## src/rtl/value_stepper_pkg.sv

```systemverilog
// ---------------------------------------------------------------------------
// value_stepper_pkg
//   Shared types and default constants for the value_stepper block.
//   - db_state_t : debouncer state encoding (LOW, RISE_WAIT, HIGH, FALL_WAIT)
//   - DEF_*      : default parameter values for a 100 MHz board clock
// ---------------------------------------------------------------------------
package value_stepper_pkg;

    typedef enum logic [1:0] {
        DB_LOW       = 2'd0,
        DB_RISE_WAIT = 2'd1,
        DB_HIGH      = 2'd2,
        DB_FALL_WAIT = 2'd3
    } db_state_t;

    localparam int unsigned DEF_WIDTH           = 4;
    localparam int unsigned DEF_DEBOUNCE_CYCLES = 1_000_000;  // 10 ms @ 100 MHz
    localparam int unsigned DEF_AUTO_PERIOD     = 50_000_000; // 0.5 s @ 100 MHz

endpackage

```

## src/rtl/value_stepper_btn_debounce.sv

```systemverilog
// ---------------------------------------------------------------------------
// btn_debounce
//   Two-flop synchroniser followed by a four-state debounce FSM. A level is
//   accepted only after DEBOUNCE_CYCLES consecutive stable samples; any
//   bounce restarts the count. A single-cycle press pulse is emitted on an
//   accepted rising level only; release produces no pulse.
// Ports
//   clk    in   1  system clock, rising edge
//   rst_n  in   1  synchronous active-low reset
//   btn    in   1  raw asynchronous push-button, high = pressed
//   press  out  1  registered 1-cycle pulse per accepted press
// ---------------------------------------------------------------------------
module btn_debounce
    import value_stepper_pkg::*;
#(
    parameter int unsigned DEBOUNCE_CYCLES = DEF_DEBOUNCE_CYCLES
) (
    input  logic clk,
    input  logic rst_n,
    input  logic btn,
    output logic press
);

    localparam int unsigned   CNT_W   = (DEBOUNCE_CYCLES > 0) ? $clog2(DEBOUNCE_CYCLES + 1) : 1;
    localparam logic [CNT_W-1:0] CNT_MAX = CNT_W'(DEBOUNCE_CYCLES);
    localparam logic [CNT_W-1:0] CNT_ONE = CNT_W'(1);

    logic             sync_p0;
    logic             sync_p1;
    db_state_t        state;
    db_state_t        state_nxt;
    logic [CNT_W-1:0] cnt;
    logic [CNT_W-1:0] cnt_nxt;
    logic             press_nxt;

    // Stage p0/p1: metastability synchroniser; stage p2: debounce FSM
    always_ff @(posedge clk) begin
        if (!rst_n) begin
            sync_p0 <= 1'b0;
            sync_p1 <= 1'b0;
            state   <= DB_LOW;
            cnt     <= '0;
            press   <= 1'b0;
        end else begin
            sync_p0 <= btn;
            sync_p1 <= sync_p0;
            state   <= state_nxt;
            cnt     <= cnt_nxt;
            press   <= press_nxt;
        end
    end

    // The sample that moves the FSM out of a stable state counts as the first
    // stable sample, so the wait states start counting at one.
    always_comb begin
        state_nxt = state;
        cnt_nxt   = cnt;
        press_nxt = 1'b0;
        case (state)
            DB_LOW: begin
                if (sync_p1) begin
                    state_nxt = DB_RISE_WAIT;
                    cnt_nxt   = CNT_ONE;
                end
            end
            DB_RISE_WAIT: begin
                if (!sync_p1) begin
                    state_nxt = DB_LOW;
                    cnt_nxt   = '0;
                end else if (cnt == CNT_MAX) begin
                    state_nxt = DB_HIGH;
                    cnt_nxt   = '0;
                    press_nxt = 1'b1;
                end else begin
                    cnt_nxt = cnt + CNT_ONE;
                end
            end
            DB_HIGH: begin
                if (!sync_p1) begin
                    state_nxt = DB_FALL_WAIT;
                    cnt_nxt   = CNT_ONE;
                end
            end
            DB_FALL_WAIT: begin
                if (sync_p1) begin
                    state_nxt = DB_HIGH;
                    cnt_nxt   = '0;
                end else if (cnt == CNT_MAX) begin
                    state_nxt = DB_LOW;
                    cnt_nxt   = '0;
                end else begin
                    cnt_nxt = cnt + CNT_ONE;
                end
            end
            default: begin
                state_nxt = DB_LOW;
                cnt_nxt   = '0;
            end
        endcase
    end

endmodule

```

## src/rtl/value_stepper.sv

```systemverilog
// ---------------------------------------------------------------------------
// value_stepper
//   Turns two push-buttons and a bank of switches into a registered value.
//   btn_step steps the value up or down (modulo 2**WIDTH) according to dir;
//   btn_load loads sw. A load and a step in the same cycle performs the load
//   only. value_upd pulses for one cycle whenever a new value is written,
//   even if it equals the old one.
//
//   Optional feature, macro AUTO_STEP_EN:
//     adds the auto_en port, the AUTO_PERIOD parameter and a prescaler that
//     steps the value every AUTO_PERIOD cycles while auto_en is high. A load
//     restarts the period; an auto tick coinciding with a manual step gives a
//     single step, and one coinciding with a load is dropped.
// Ports
//   clk        in   1      system clock, rising edge
//   rst_n      in   1      synchronous active-low reset
//   btn_step   in   1      raw push-button: step value
//   btn_load   in   1      raw push-button: load sw
//   dir        in   1      1 = count up, 0 = count down
//   sw         in   WIDTH  load value (quasi-static switches)
//   auto_en    in   1      auto-step enable (AUTO_STEP_EN builds only)
//   value      out  WIDTH  current value
//   value_upd  out  1      1-cycle pulse in the first cycle of a new value
// ---------------------------------------------------------------------------
module value_stepper
    import value_stepper_pkg::*;
#(
    parameter int unsigned WIDTH           = DEF_WIDTH,
`ifdef AUTO_STEP_EN
    parameter int unsigned AUTO_PERIOD     = DEF_AUTO_PERIOD,
`endif
    parameter int unsigned DEBOUNCE_CYCLES = DEF_DEBOUNCE_CYCLES
) (
    input  logic             clk,
    input  logic             rst_n,
    input  logic             btn_step,
    input  logic             btn_load,
    input  logic             dir,
    input  logic [WIDTH-1:0] sw,
`ifdef AUTO_STEP_EN
    input  logic             auto_en,
`endif
    output logic [WIDTH-1:0] value,
    output logic             value_upd
);

    localparam logic [WIDTH-1:0] VAL_ONE = WIDTH'(1);

    // Natural modulo wrap of the WIDTH-bit register gives 15->0 / 0->15.
    function automatic logic [WIDTH-1:0] step_value(input logic [WIDTH-1:0] cur,
                                                    input logic             up);
        return up ? (cur + VAL_ONE) : (cur - VAL_ONE);
    endfunction

    logic step_press;
    logic load_press;
    logic step_req;

    btn_debounce #(
        .DEBOUNCE_CYCLES (DEBOUNCE_CYCLES)
    ) u_step_db (
        .clk   (clk),
        .rst_n (rst_n),
        .btn   (btn_step),
        .press (step_press)
    );

    btn_debounce #(
        .DEBOUNCE_CYCLES (DEBOUNCE_CYCLES)
    ) u_load_db (
        .clk   (clk),
        .rst_n (rst_n),
        .btn   (btn_load),
        .press (load_press)
    );

`ifdef AUTO_STEP_EN
    localparam int unsigned      PRE_W   = (AUTO_PERIOD > 1) ? $clog2(AUTO_PERIOD) : 1;
    localparam logic [PRE_W-1:0] PRE_MAX = PRE_W'(AUTO_PERIOD - 1);
    localparam logic [PRE_W-1:0] PRE_ONE = PRE_W'(1);

    logic [PRE_W-1:0] presc;
    logic             auto_tick;

    assign auto_tick = auto_en && (presc == PRE_MAX);

    // Auto-step prescaler: held at zero while disabled, restarted by a load
    always_ff @(posedge clk) begin
        if (!rst_n) begin
            presc <= '0;
        end else if (!auto_en || load_press || auto_tick) begin
            presc <= '0;
        end else begin
            presc <= presc + PRE_ONE;
        end
    end

    // OR-ing the sources merges a coincident manual and auto step into one.
    assign step_req = step_press | auto_tick;
`else
    assign step_req = step_press;
`endif

    // Value register: load has priority over any step request
    always_ff @(posedge clk) begin
        if (!rst_n) begin
            value     <= '0;
            value_upd <= 1'b0;
        end else if (load_press) begin
            value     <= sw;
            value_upd <= 1'b1;
        end else if (step_req) begin
            value     <= step_value(value, dir);
            value_upd <= 1'b1;
        end else begin
            value_upd <= 1'b0;
        end
    end

endmodule

```

## config.mk

```make
export PLATFORM = sky130hd
export DESIGN_NAME = value_stepper
export DESIGN_NICKNAME = d
export VERILOG_FILES = /design/src/rtl/value_stepper_pkg.sv /design/src/rtl/value_stepper_btn_debounce.sv /design/src/rtl/value_stepper.sv
export SDC_FILE = /design/constraint.sdc
export NUM_CORES = 1
export LEC_CHECK = 0
export BUFFER_PORTS_ARGS = -buffer_cell sky130_fd_sc_hd__buf_2
export CORE_UTILIZATION = 40
export DETAILED_ROUTE_END_ITERATION = 8
export PLACE_DENSITY = 0.61
export SYNTH_ARGS = -nofsm -noshare
export SYNTH_HDL_FRONTEND = slang
export SYNTH_SLANG_ARGS = --single-unit
```

## constraint.sdc

```tcl
create_clock -name clk -period 2 [get_ports clk]
set_input_delay 0.6 -clock clk [delete_from_list [all_inputs] [get_ports clk]]
set_output_delay 0.6 -clock clk [all_outputs]
set_load 0.005 [all_outputs]
```

==> key figures, run 1 <==
Status
  – Status: complete, but fails checks
  – Failing checks: setup timing

Cells and area
  – Final net count: 419
  – Final non-filler cell area: 3695 um2
  – Share of layout cells above drive strength 1: 27.48%
  – Final Util: 53.50%
  – N_diodes: 0
  – Layout area overhead: 27.12%

Min path
  – Worst min path class: flip-flop to flip-flop
  – Worst Hold Path EP: u_load_db.sync_p1$_SDFF_PN0_
  – Start point of the worst min-delay path: u_load_db.sync_p0$_SDFF_PN0_
  – Hold path cells: 1

Placement
  – # port buffers: 13
  – Detailed placer's ending HPWL: 5226 um
  – RD Place Congestion: 0.8508
  – Post-Place Cell Area: 3395 um2

Route
  – Initial drt markers: 121
  – Wire per inst: 14.81 um
  – Final wirelength: 7403 um
  – TritonRoute pass-1 iters: 5
  – Wl on met1: 3369 um
  – Routed Antenna Nets: 0
  – DR WL met3: 213 um
  – DRC viols: 0
  – Via count: 2760
  – Post-DR vias/cell: 5.520
  – DR WL met2: 3669 um
  – Top layer reached by signal wires: met4

Pwr
  – Sw Ratio: 22.02%
  – Leak: 0.001355 uW
  – Sequential Power Share: 52.3%
  – Sw power: 467.6 uW
  – Peak VDD IR: 0.3515 mV
  – Clk pwr share: 41.6%
  – Logic pwr share: 6.1%
  – Int Power: 1656 uW
  – Pwr/cell area: 574.7 nW/um2

STA
  – Clk_skew: 0.01136 ns
  – Slew @ Worst Pin: 0.5758 ns
  – Hold Fails Final Rpt: 0
  – Final Cycle Share: 103.2%
  – Minimum clock period: 2.064 ns
  – Max Clk Rate: 484.4 MHz
  – Count of pins over their slew limit: 0
  – Unrepaired setup endpoints after global routing: yes
  – Rel. slew slack: 61.47%
  – Final setup vio count: 11
  – Smallest setup slack after layout: -0.06421 ns

Synth
  – Compound-Gate Fraction of Synth Area: 13.09%
  – Sequential cell area fraction in the yosys report: 37.88%
  – Cell taking the most area after synthesis: dfxtp_1
  – Synthesized flop and latch total: 55
  – Synth Area in XOR/XNOR: 5.725%
  – Netlist cell types: 51
  – Mapped Area: 2907 um2
  – Avg Inst Size Synth: 8.400 um2
  – Synth Area in Adders: 3.272%
  – Syn nets: 362
  – Synthesis Warnings: 0
  – Asr flop ratio synth: 0%
  – Count leader, synth: dfxtp_1
  – Synth Instances: 346
  – Proportion of synthesized area in mux cells: 1.076%
  – Commonest cells in the netlist: dfxtp_1 (55), nor2_1 (34), nand2_1 (29), nand3_1 (29)
  – Synth area leaders: dfxtp_1 (38%), nand3_1 (5.0%), xnor2_1 (4.5%)
  – Combinational family with the most area after synthesis: simple AND/OR/NAND/NOR gates
  – Synth Flop Type: dfxtp_1
  – Synth top area share: 37.88%
  – Simple-Gate Fraction of Synth Area: 35.21%
  – Number of synthesized flops with an enable pin: 0

Clock network
  – Root Driver: clkbuf_8
  – Max Root-Sink Buffers: 2
  – CTS tree: done
  – Skew-Pair Late Insertion Delay: 0.32 ns
  – Clock transition at path regs: 0.10 ns
  – H-tree depth: 2
  – Clk sink count: 55
  – Total CTS buffers: 5

Global routing
  – Initial antenna violation count: 0
  – Total gr overflow: 0
  – First-pass GRT wire length: 12140 um
  – Number of global-route vias before repair: 2624
  – Pin count of the biggest net entering global routing: 50
  – Total track usage: 20.18%

Worst setup path
  – FF-to-FF Start: u_step_db.cnt[0]$_SDFFE_PN0P_
  – Startpoint types: flip-flop
  – CP Buf/Inv Count: 1
  – Reg2Reg Depth: 7
  – R2r setup slk: -0.06 ns
  – Sequence of cells on the critical path: inv_2 -> ha_1 -> or4b_4 -> or3_4 -> o21ai_4 -> nor4b_1 -> o31a_1
  – Crit path largest cell delay: 0.45 ns
  – WS Path Type: flip-flop to flip-flop
  – R2R Path End: u_step_db.cnt[7]$_SDFFE_PN0P_
  – CP Data Required Time: 2.21 ns
  – CP delay by family, top: simple AND/OR/NAND/NOR gates
  – Slowest cell on the critical path: or4b_4
  – CP endpoint kind: flip-flop
  – Number of cells on the critical path: 7
  – CP arrival: 2.27 ns
  – Max FO, Critical Path: 8

Floorplan
  – Top Ports: 14
  – Die Footprint: 7611 um2
  – Initial core utilization: 42.08%
  – Die width: 87.24 um
  – Core Box Area: 6907 um2
  – Floorplan row count: 30
  – Chip height: 87.24 um

Job
  – Total of max-cap violations: 0
==> layout make-up <==
class	instances	area, um2
clock buffer	6	72.57
clock inverter	2	60.06
fill	649	3212
inverter	10	37.54
multi-input combinational	267	1829
sequential	55	1107
tap	96	120.1
timing repair buffer	64	467.9
==> how the worst max path moves through the flow <==
stage	from	to	slack, ns
after floorplan	u_step_db.cnt[0]$_SDFFE_PN0P_	u_step_db.cnt[10]$_SDFFE_PN0P_	-0.02
after global placement	u_step_db.cnt[0]$_SDFFE_PN0P_	u_step_db.cnt[11]$_SDFFE_PN0P_	-0.11
after detailed placement	u_step_db.cnt[0]$_SDFFE_PN0P_	u_step_db.cnt[12]$_SDFFE_PN0P_	-0.17
after CTS	u_step_db.cnt[0]$_SDFFE_PN0P_	u_step_db.cnt[7]$_SDFFE_PN0P_	-0.07
after global routing	u_step_db.cnt[0]$_SDFFE_PN0P_	u_step_db.cnt[7]$_SDFFE_PN0P_	-0.16
final	u_step_db.cnt[0]$_SDFFE_PN0P_	u_step_db.cnt[7]$_SDFFE_PN0P_	-0.06
==> power groups by stage <==
stage,logic (uW),clock network (uW),registers [uW]
2_1_floorplan,64.1,0,1130
3_3_place_gp,121,0,1130
3_5_place_dp,123,0,1130
4_1_cts,127,896,1110
5_1_grt,142,934,1110
6_report,130,883,1110
==> per-stage QoR <==
| step | hold WS [ns] | cells | power, uW | TNS, ns | setup WS, ns |
|---|---|---|---|---|---|
| after floorplan | 0.4119 | 346 | 1198 | -0.1738 | -0.02173 |
| after detailed placement | 0.4221 | 488 | 1257 | -3.578 | -0.1715 |
| after global placement | 0.4150 | 488 | 1255 | -1.416 | -0.1098 |
| final | 0.4413 | 500 | 2123 | -0.3872 | -0.06421 |
| after CTS | 0.4484 | 496 | 2132 | -0.4388 | -0.07026 |
| after global routing | 0.4698 | 500 | 2188 | -1.780 | -0.1595 |
==> placed cells by master, fill, tap and decap left out, types with 9 or more instances in the layout <==
cell / netlist / routed
nand2_1: 29 / 29
buf_4: 0 / 48
buf_2: 0 / 13
nand3_1: 29 / 27
a21oi_1: 9 / 9
o21ai_0: 15 / 10
nor3_1: 11 / 9
xnor2_1: 15 / 15
nand4_1: 11 / 11
nor2_1: 34 / 34
dfxtp_1: 55 / 50
==> routing by layer <==
metal  global-route usage (%)  vias up
met5                        0        -
met4                    6.557        0
met3                    3.791       14
met2                    34.30       49
met1                    25.65     1314
li1                         -     1383
==> kinds of logic after synthesis <==
logic type / after synthesis
simple gates: 182
compound gates: 55
flops: 55
buf+inv: 25
xor+xnor: 19
fa+ha+maj: 7
mux: 3
==> repair_timing <==
action / CTS / global route
hold buffers: 0 / 0
resized for setup: 10 / 27
setup buffers: 0 / 3
pin swaps: 7 / 8
cloned: 0 / 1
endpoints found under the setup margin: 38 / 36
==> state kept, by name, summed over array words and instances (netlist names), named ones only <==
signal             cells
u_load_db.sync_p0      1
u_load_db.cnt         20
u_step_db.sync_p0      1
u_step_db.sync_p1      1
u_step_db.cnt         20
u_load_db.sync_p1      1
u_step_db.press        1
u_step_db.state        1
value_upd              1
u_load_db.state        1
u_load_db.press        1
value                  4
Note: power is estimated with default switching activity, not from simulation.
==> run 2: changes to the inputs <==
--- a/config.mk
+++ b/config.mk
@@ -8,7 +8,7 @@
 export BUFFER_PORTS_ARGS = -buffer_cell sky130_fd_sc_hd__buf_2
 export CORE_UTILIZATION = 40
 export DETAILED_ROUTE_END_ITERATION = 8
-export PLACE_DENSITY = 0.61
+export PLACE_DENSITY = 0.68
 export SYNTH_ARGS = -nofsm -noshare
 export SYNTH_HDL_FRONTEND = slang
 export SYNTH_SLANG_ARGS = --single-unit
==> key figures, run 2 (same netlist as run 1, synthesis figures left out) <==
Status
  – Status: complete, but fails checks (unchanged)
  – Failing checks: setup timing (unchanged)

Global routing
  – Number of global-route vias before repair: 2523 (was 2624)
  – First-pass GRT wire length: 11220 um (was 12140 um)
  – Total track usage: 18.37% (was 20.18%)
  – Total gr overflow: 0 (unchanged)
  – Initial antenna violation count: 0 (unchanged)
  – Pin count of the biggest net entering global routing: 50 (unchanged)

Route
  – Post-DR vias/cell: 5.528 (was 5.520)
  – Initial drt markers: 122 (was 121)
  – Routed Antenna Nets: 0 (unchanged)
  – Wire per inst: 13.69 um (was 14.81 um)
  – Final wirelength: 6791 um (was 7403 um)
  – TritonRoute pass-1 iters: 4 (was 5)
  – Via count: 2742 (was 2760)
  – DRC viols: 0 (unchanged)

Worst setup path
  – Reg2Reg Depth: 8 (was 7)
  – CP endpoint kind: flip-flop (unchanged)
  – WS Path Type: flip-flop to flip-flop (unchanged)
  – CP arrival: 2.33 ns (was 2.27 ns)
  – Startpoint types: flip-flop (unchanged)
  – Max FO, Critical Path: 4 (was 8)
  – CP Data Required Time: 2.23 ns (was 2.21 ns)

Placement
  – DP Worst Slack: -0.1750 ns (was -0.1715 ns)
  – RD Place Congestion: 0.8408 (was 0.8508)
  – Dpl cells: 481 (was 488)
  – Detailed placer's ending HPWL: 4684 um (was 5226 um)
  – # port buffers: 13 (unchanged)

Job
  – Total of max-cap violations: 0 (unchanged)

Clock network
  – Hold-fix buffers at CTS: 0 (unchanged)
  – Max Root-Sink Buffers: 2 (unchanged)
  – H-tree depth: 2 (unchanged)
  – Clock transition at path regs: 0.11 ns (was 0.10 ns)
  – Total CTS buffers: 5 (unchanged)
  – Root Driver: clkbuf_8 (unchanged)
  – Skew-Pair Late Insertion Delay: 0.32 ns (about the same)
  – Clk sink count: 55 (unchanged)
  – CTS tree: done (unchanged)

Floorplan
  – Chip height: 87.24 um (unchanged)
  – Floorplan row count: 30 (unchanged)
  – Core Box Area: 6907 um2 (unchanged)
  – Die Footprint: 7611 um2 (unchanged)
  – Initial core utilization: 42.08% (unchanged)
  – Die width: 87.24 um (unchanged)
  – Top Ports: 14 (unchanged)

Cells and area
  – N_diodes: 0 (unchanged)
  – Commonest cells after routing, fill and taps aside: dfxtp_1 (53), buf_4 (44), nor2_1 (34), nand2_1 (29), nand3_1 (29) (was dfxtp_1 (50), buf_4 (48), nor2_1 (34), nand2_1 (29), nand3_1 (27))
  – Share of layout cells above drive strength 1: 24.00% (was 27.48%)
  – Commonest non-fill, non-tap cell in the layout: dfxtp_1 (unchanged)
  – Layout area overhead: 22.86% (was 27.12%)
  – Fillers: 665 (was 649)
  – Non-filler instance count after layout: 496 (was 500)
  – Final net count: 415 (was 419)
  – Biggest regs: u_load_db.cnt (20), u_step_db.cnt (20), value (4) (unchanged)

Pwr
  – Pwr/cell area: 527.4 nW/um2 (was 574.7 nW/um2)
  – Power Total: 1883 uW (was 2123 uW)
  – Peak VDD IR: 0.2438 mV (was 0.3515 mV)
  – Leak: 0.001322 uW (was 0.001355 uW)

STA
  – Max Clk Rate: 476.4 MHz (was 484.4 MHz)
  – Rel. slew slack: 60.54% (was 61.47%)
  – Final Cycle Share: 104.9% (was 103.2%)
  – Count of pins over their slew limit: 0 (unchanged)
  – Final setup vio count: 13 (was 11)
  – Unrepaired setup endpoints after global routing: yes (unchanged)
  – Slew @ Worst Pin: 0.5897 ns (was 0.5758 ns)
  – Minimum clock period: 2.099 ns (was 2.064 ns)
  – Clk_skew: 0.01355 ns (was 0.01136 ns)
  – Hold Fails Final Rpt: 0 (unchanged)
  – Smallest setup slack after layout: -0.09888 ns (was -0.06421 ns)

Min path
  – Hold path cells: 1 (unchanged)
  – Worst min path class: flip-flop to flip-flop (unchanged)
## run 2: repair_timing
action	CTS	global route
pin swaps	4	6
resized for setup	8	13
hold endpoints to repair	0	0
setup buffers	0	5
endpoints found under the setup margin	36	29
cloned	0	2
## run 2: cell type report
cell class,instances,area (um2),share of cell area (%)
Clock buffer,5,68.82,1.927
Clock inverter,3,26.28,0.7358
Inverter,10,37.54,1.051
Multi-Input combinational cell,268,1788,50.07
Sequential cell,55,1104,30.90
Tap cell,96,120.1,3.364
Timing Repair Buffer,59,426.7,11.95
## run 2: worst max-delay path, stage by stage (launching register included)
cell	delay [ns]
dfxtp_2	0.34
inv_2	0.05
ha_1	0.13
or4b_4	0.46
or3_4	0.42
o21ai_4	0.18
buf_4	0.14
nor4b_1	0.04
o31a_1	0.24
## run 2: path summary, 6_finish.rpt
check / from / endpoint / slack [ns]
hold / removal: u_load_db.sync_p0$_SDFF_PN0_ / u_load_db.sync_p1$_SDFF_PN0_ / 0.45
hold reg to reg: u_load_db.sync_p0$_SDFF_PN0_ / u_load_db.sync_p1$_SDFF_PN0_ / 0.45
setup / recovery: u_step_db.cnt[0]$_SDFFE_PN0P_ / u_step_db.cnt[7]$_SDFFE_PN0P_ / -0.1
setup reg to reg: u_step_db.cnt[0]$_SDFFE_PN0P_ / u_step_db.cnt[7]$_SDFFE_PN0P_ / -0.1
## run 2: stage by stage
step           hold WS [ns]  instance area, um2  util, %  setup TNS, ns
2_1_floorplan        0.4119                2908        -        -0.1738
6_report             0.4464                3571    51.70        -0.5912
5_1_grt              0.4647                3571    51.70         -1.624
3_3_place_gp         0.4192                3342    48.39         -1.613
4_1_cts              0.4480                3480    50.38        -0.6098
3_5_place_dp         0.4210                3342    48.39         -3.752
## run 2: report_power, final
| part | internal [uW] | total, uW | leakage (uW) | switching, uW |
|---|---|---|---|---|
| Clock | 259 | 658 | 0.0000491 | 399 |
| Sequential | 1100 | 1110 | 0.000445 | 7.09 |
| Combinational | 43.4 | 116 | 0.000828 | 72.5 |
| Total | 1400 | 1880 | 0.00132 | 479 |
## run 2: layer usage
metal	GRT usage [%]	up-vias	part of all wire, %
li1	-	1380	-
met1	23.27	1302	46
met2	31.53	52	49
met3	3.412	8	3.9
met4	5.663	0	1.1
met5	0	-	0
==> run 3: changes to the inputs <==
--- a/config.mk
+++ b/config.mk
@@ -5,10 +5,10 @@
 export SDC_FILE = /design/constraint.sdc
 export NUM_CORES = 1
 export LEC_CHECK = 0
-export BUFFER_PORTS_ARGS = -buffer_cell sky130_fd_sc_hd__buf_2
 export CORE_UTILIZATION = 40
 export DETAILED_ROUTE_END_ITERATION = 8
-export PLACE_DENSITY = 0.68
+export DONT_BUFFER_PORTS = 1
+export PLACE_DENSITY = 0.64
 export SYNTH_ARGS = -nofsm -noshare
 export SYNTH_HDL_FRONTEND = slang
 export SYNTH_SLANG_ARGS = --single-unit
==> constraint.sdc (replaced) <==
create_clock -name clk -period 2.15 [get_ports clk]
set_input_delay 0.645 -clock clk [delete_from_list [all_inputs] [get_ports clk]]
set_output_delay 0.645 -clock clk [all_outputs]
set_load 0.005 [all_outputs]
==> key figures, run 3 (same netlist as run 1, synthesis figures left out) <==
Status
  – Status: finished, final reports clean (was complete, but fails checks)

STA
  – Setup tns final: 0 ns (was -0.5912 ns)
  – Rel. slew slack: 62.25% (was 60.54%)
  – Count of pins over their slew limit: 0 (unchanged)
  – Final setup vio count: 0 (was 13)
  – Max Clk Rate: 485.8 MHz (was 476.4 MHz)
  – Minimum clock period: 2.059 ns (was 2.099 ns)
  – Slew @ Worst Pin: 0.5641 ns (was 0.5897 ns)
  – Clk_skew: 0.01381 ns (was 0.01355 ns)
  – Hold slack: 0.4384 ns (was 0.4464 ns)
  – Hold Fails Final Rpt: 0 (unchanged)
  – Unrepaired setup endpoints after global routing: yes (unchanged)
  – Final Cycle Share: 95.75% (was 104.9%)

Pwr
  – Sw power: 404.7 uW (was 478.6 uW)
  – Peak VDD IR: 0.3457 mV (was 0.2438 mV)
  – Sequential Power Share: 53.7% (was 58.9%)
  – Logic pwr share: 4.1% (was 6.2%)
  – Leak: 0.001184 uW (was 0.001322 uW)
  – Pwr/cell area: 571.9 nW/um2 (was 527.4 nW/um2)
  – Sw Ratio: 21.04% (was 25.41%)
  – Clk pwr share: 42.3% (was 34.9%)
  – Int Power: 1519 uW (was 1405 uW)
  – Power Total: 1923 uW (was 1883 uW)

Route
  – Wire per inst: 14.66 um (was 13.69 um)
  – TritonRoute pass-1 iters: 4 (unchanged)
  – Via count: 2593 (was 2742)
  – Routed Antenna Nets: 0 (unchanged)
  – Final wirelength: 6831 um (was 6791 um)
  – Initial drt markers: 163 (was 122)
  – DRC viols: 0 (unchanged)
  – Post-DR vias/cell: 5.564 (was 5.528)

Floorplan
  – Core Box Area: 6907 um2 (unchanged)
  – Top Ports: 14 (unchanged)
  – Die Footprint: 7611 um2 (unchanged)
  – Initial core utilization: 42.08% (unchanged)
  – Die width: 87.24 um (unchanged)
  – Floorplan row count: 30 (unchanged)
  – Chip height: 87.24 um (unchanged)

Worst setup path
  – CP delay by family, top: simple AND/OR/NAND/NOR gates (unchanged)
  – FF-to-FF Start: u_step_db.cnt[0]$_SDFFE_PN0P_ (unchanged)
  – CP startpoint: u_step_db.cnt[0]$_SDFFE_PN0P_ (unchanged)
  – Sequence of cells on the critical path: inv_1 -> ha_1 -> or4b_4 -> or3_4 -> o21ai_4 -> nor4b_1 -> o31a_1 (was inv_2 -> ha_1 -> or4b_4 -> or3_4 -> o21ai_4 -> buf_4 -> nor4b_1 -> o31a_1)
  – CP arrival: 2.27 ns (was 2.33 ns)
  – CP endpoint kind: flip-flop (unchanged)
  – Crit path largest cell delay: 0.45 ns (was 0.46 ns)
  – Slowest cell on the critical path: or4b_4 (unchanged)
  – WS Path Type: flip-flop to flip-flop (unchanged)
  – Startpoint types: flip-flop (unchanged)
  – CP Buf/Inv Count: 1 (was 2)
  – Max FO, Critical Path: 8 (was 4)
  – CP Data Required Time: 2.36 ns (was 2.23 ns)

Cells and area
  – Biggest regs: u_load_db.cnt (20), u_step_db.cnt (20), value (4) (unchanged)
  – Commonest cells after routing, fill and taps aside: dfxtp_1 (55), nor2_1 (34), buf_4 (30), nand2_1 (29), nand3_1 (29) (was dfxtp_1 (53), buf_4 (44), nor2_1 (34), nand2_1 (29), nand3_1 (29))
  – N_diodes: 0 (unchanged)
  – Commonest non-fill, non-tap cell in the layout: dfxtp_1 (unchanged)
  – Share of layout cells above drive strength 1: 15.68% (was 24.00%)
  – Final net count: 385 (was 415)
  – Final Util: 48.70% (was 51.70%)
  – Layout area overhead: 15.71% (was 22.86%)
  – Fillers: 678 (was 665)

Global routing
  – Initial antenna violation count: 0 (unchanged)
  – Number of global-route vias before repair: 2434 (was 2523)
  – Total gr overflow: 0 (unchanged)
  – Pin count of the biggest net entering global routing: 51 (was 50)
  – Total track usage: 18.90% (was 18.37%)
  – First-pass GRT wire length: 11360 um (was 11220 um)

Clock network
  – Setup repair bufs after CTS: 0 (unchanged)
  – Total CTS buffers: 5 (unchanged)
  – Clock transition at path regs: 0.10 ns (was 0.11 ns)
  – CTS tree: done (unchanged)
  – Skew-Pair Late Insertion Delay: 0.31 ns (was 0.32 ns)
  – Hold-fix buffers at CTS: 0 (unchanged)
  – H-tree depth: 2 (unchanged)
  – Max Root-Sink Buffers: 2 (unchanged)
  – Root Driver: clkbuf_8 (unchanged)
  – Clk sink count: 55 (unchanged)

Min path
  – Start point of the worst min-delay path: u_step_db.sync_p0$_SDFF_PN0_ (was u_load_db.sync_p0$_SDFF_PN0_)
  – Worst min path class: flip-flop to flip-flop (unchanged)

Placement
  – Detailed placer's ending HPWL: 4774 um (was 4684 um)
  – # port buffers: 0 (was 13)
  – RD Place Congestion: 0.7982 (was 0.8408)

Job
  – Total of max-cap violations: 0 (unchanged)
==> run 3: changes by cell type in the layout (fill, tap and decap cells not counted), moves of 3 or more <==
| cell | change |
|---|---|
| buf_2 | -13 |
| o21ai_1 | -3 |
| buf_4 | -14 |
| o21ai_0 | +3 |
==> run 3: layout make-up <==
class                      instances  area (um2)  share of cell area (%)
clock buffer                       5       68.82                   2.046
timing repair buffer              30       225.2                   6.696
clock inverter                     3       67.56                   2.009
tap                               96       120.1                   3.571
inverter                          10       37.54                   1.116
sequential                        55        1101                   32.74
multi-input combinational        267        1743                   51.82
==> run 3: final timing paths <==
| path | depth (start not counted) | to | slack [ns] |
|---|---|---|---|
| max | 7 | u_step_db.cnt[7]$_SDFFE_PN0P_ | 0.09 |
| min | 1 | u_step_db.sync_p1$_SDFF_PN0_ | 0.44 |
| max reg2reg | 7 | u_step_db.cnt[7]$_SDFFE_PN0P_ | 0.09 |
| min reg2reg | 1 | u_step_db.sync_p1$_SDFF_PN0_ | 0.44 |
==> run 3: layer usage <==
metal	part of all wire [%]	routed length, um	vias to the layer above	GRT usage [%]
li1	-	-	1315	-
met1	46	3163	1211	25.06
met2	49	3342	54	30.82
met3	2.7	186	13	3.128
met4	2.0	138	0	7.004
met5	0	0	-	0
==> run 3: worst reg2reg max path, delay by kind of cell, from the launching register on <==
| family | cells | cell delay, ns |
|---|---|---|
| simple gates | 3 | 0.97 |
| buf+inv | 1 | 0.07 |
| flops | 1 | 0.32 |
| compound gates | 2 | 0.48 |
| fa+ha+maj | 1 | 0.13 |
==> run 3: power groups by stage <==
stage	logic, uW	clock network [uW]	registers, uW
CTS	77.4	839	1030
finish	78.0	813	1030
detailed placement	77.5	0	1060
global placement	77.1	0	1060
floorplan	59.7	0	1050
global route	86.3	876	1030
==> run 3: stage by stage <==
stage | std cells | setup slack, ns | area [um2]
4_1_cts | 465 | 0.008886 | 3318
6_report | 466 | 0.09133 | 3363
3_5_place_dp | 457 | -0.04154 | 3181
3_3_place_gp | 457 | 0.004709 | 3181
5_1_grt | 466 | -0.001792 | 3363
2_1_floorplan | 346 | 0.1165 | 2907
==> run 3: what timing repair did <==
action                     CTS  global route
cloned                       0             1
setup endpoints to repair    8            16
resized for setup            1             7
pin swaps                    1             2
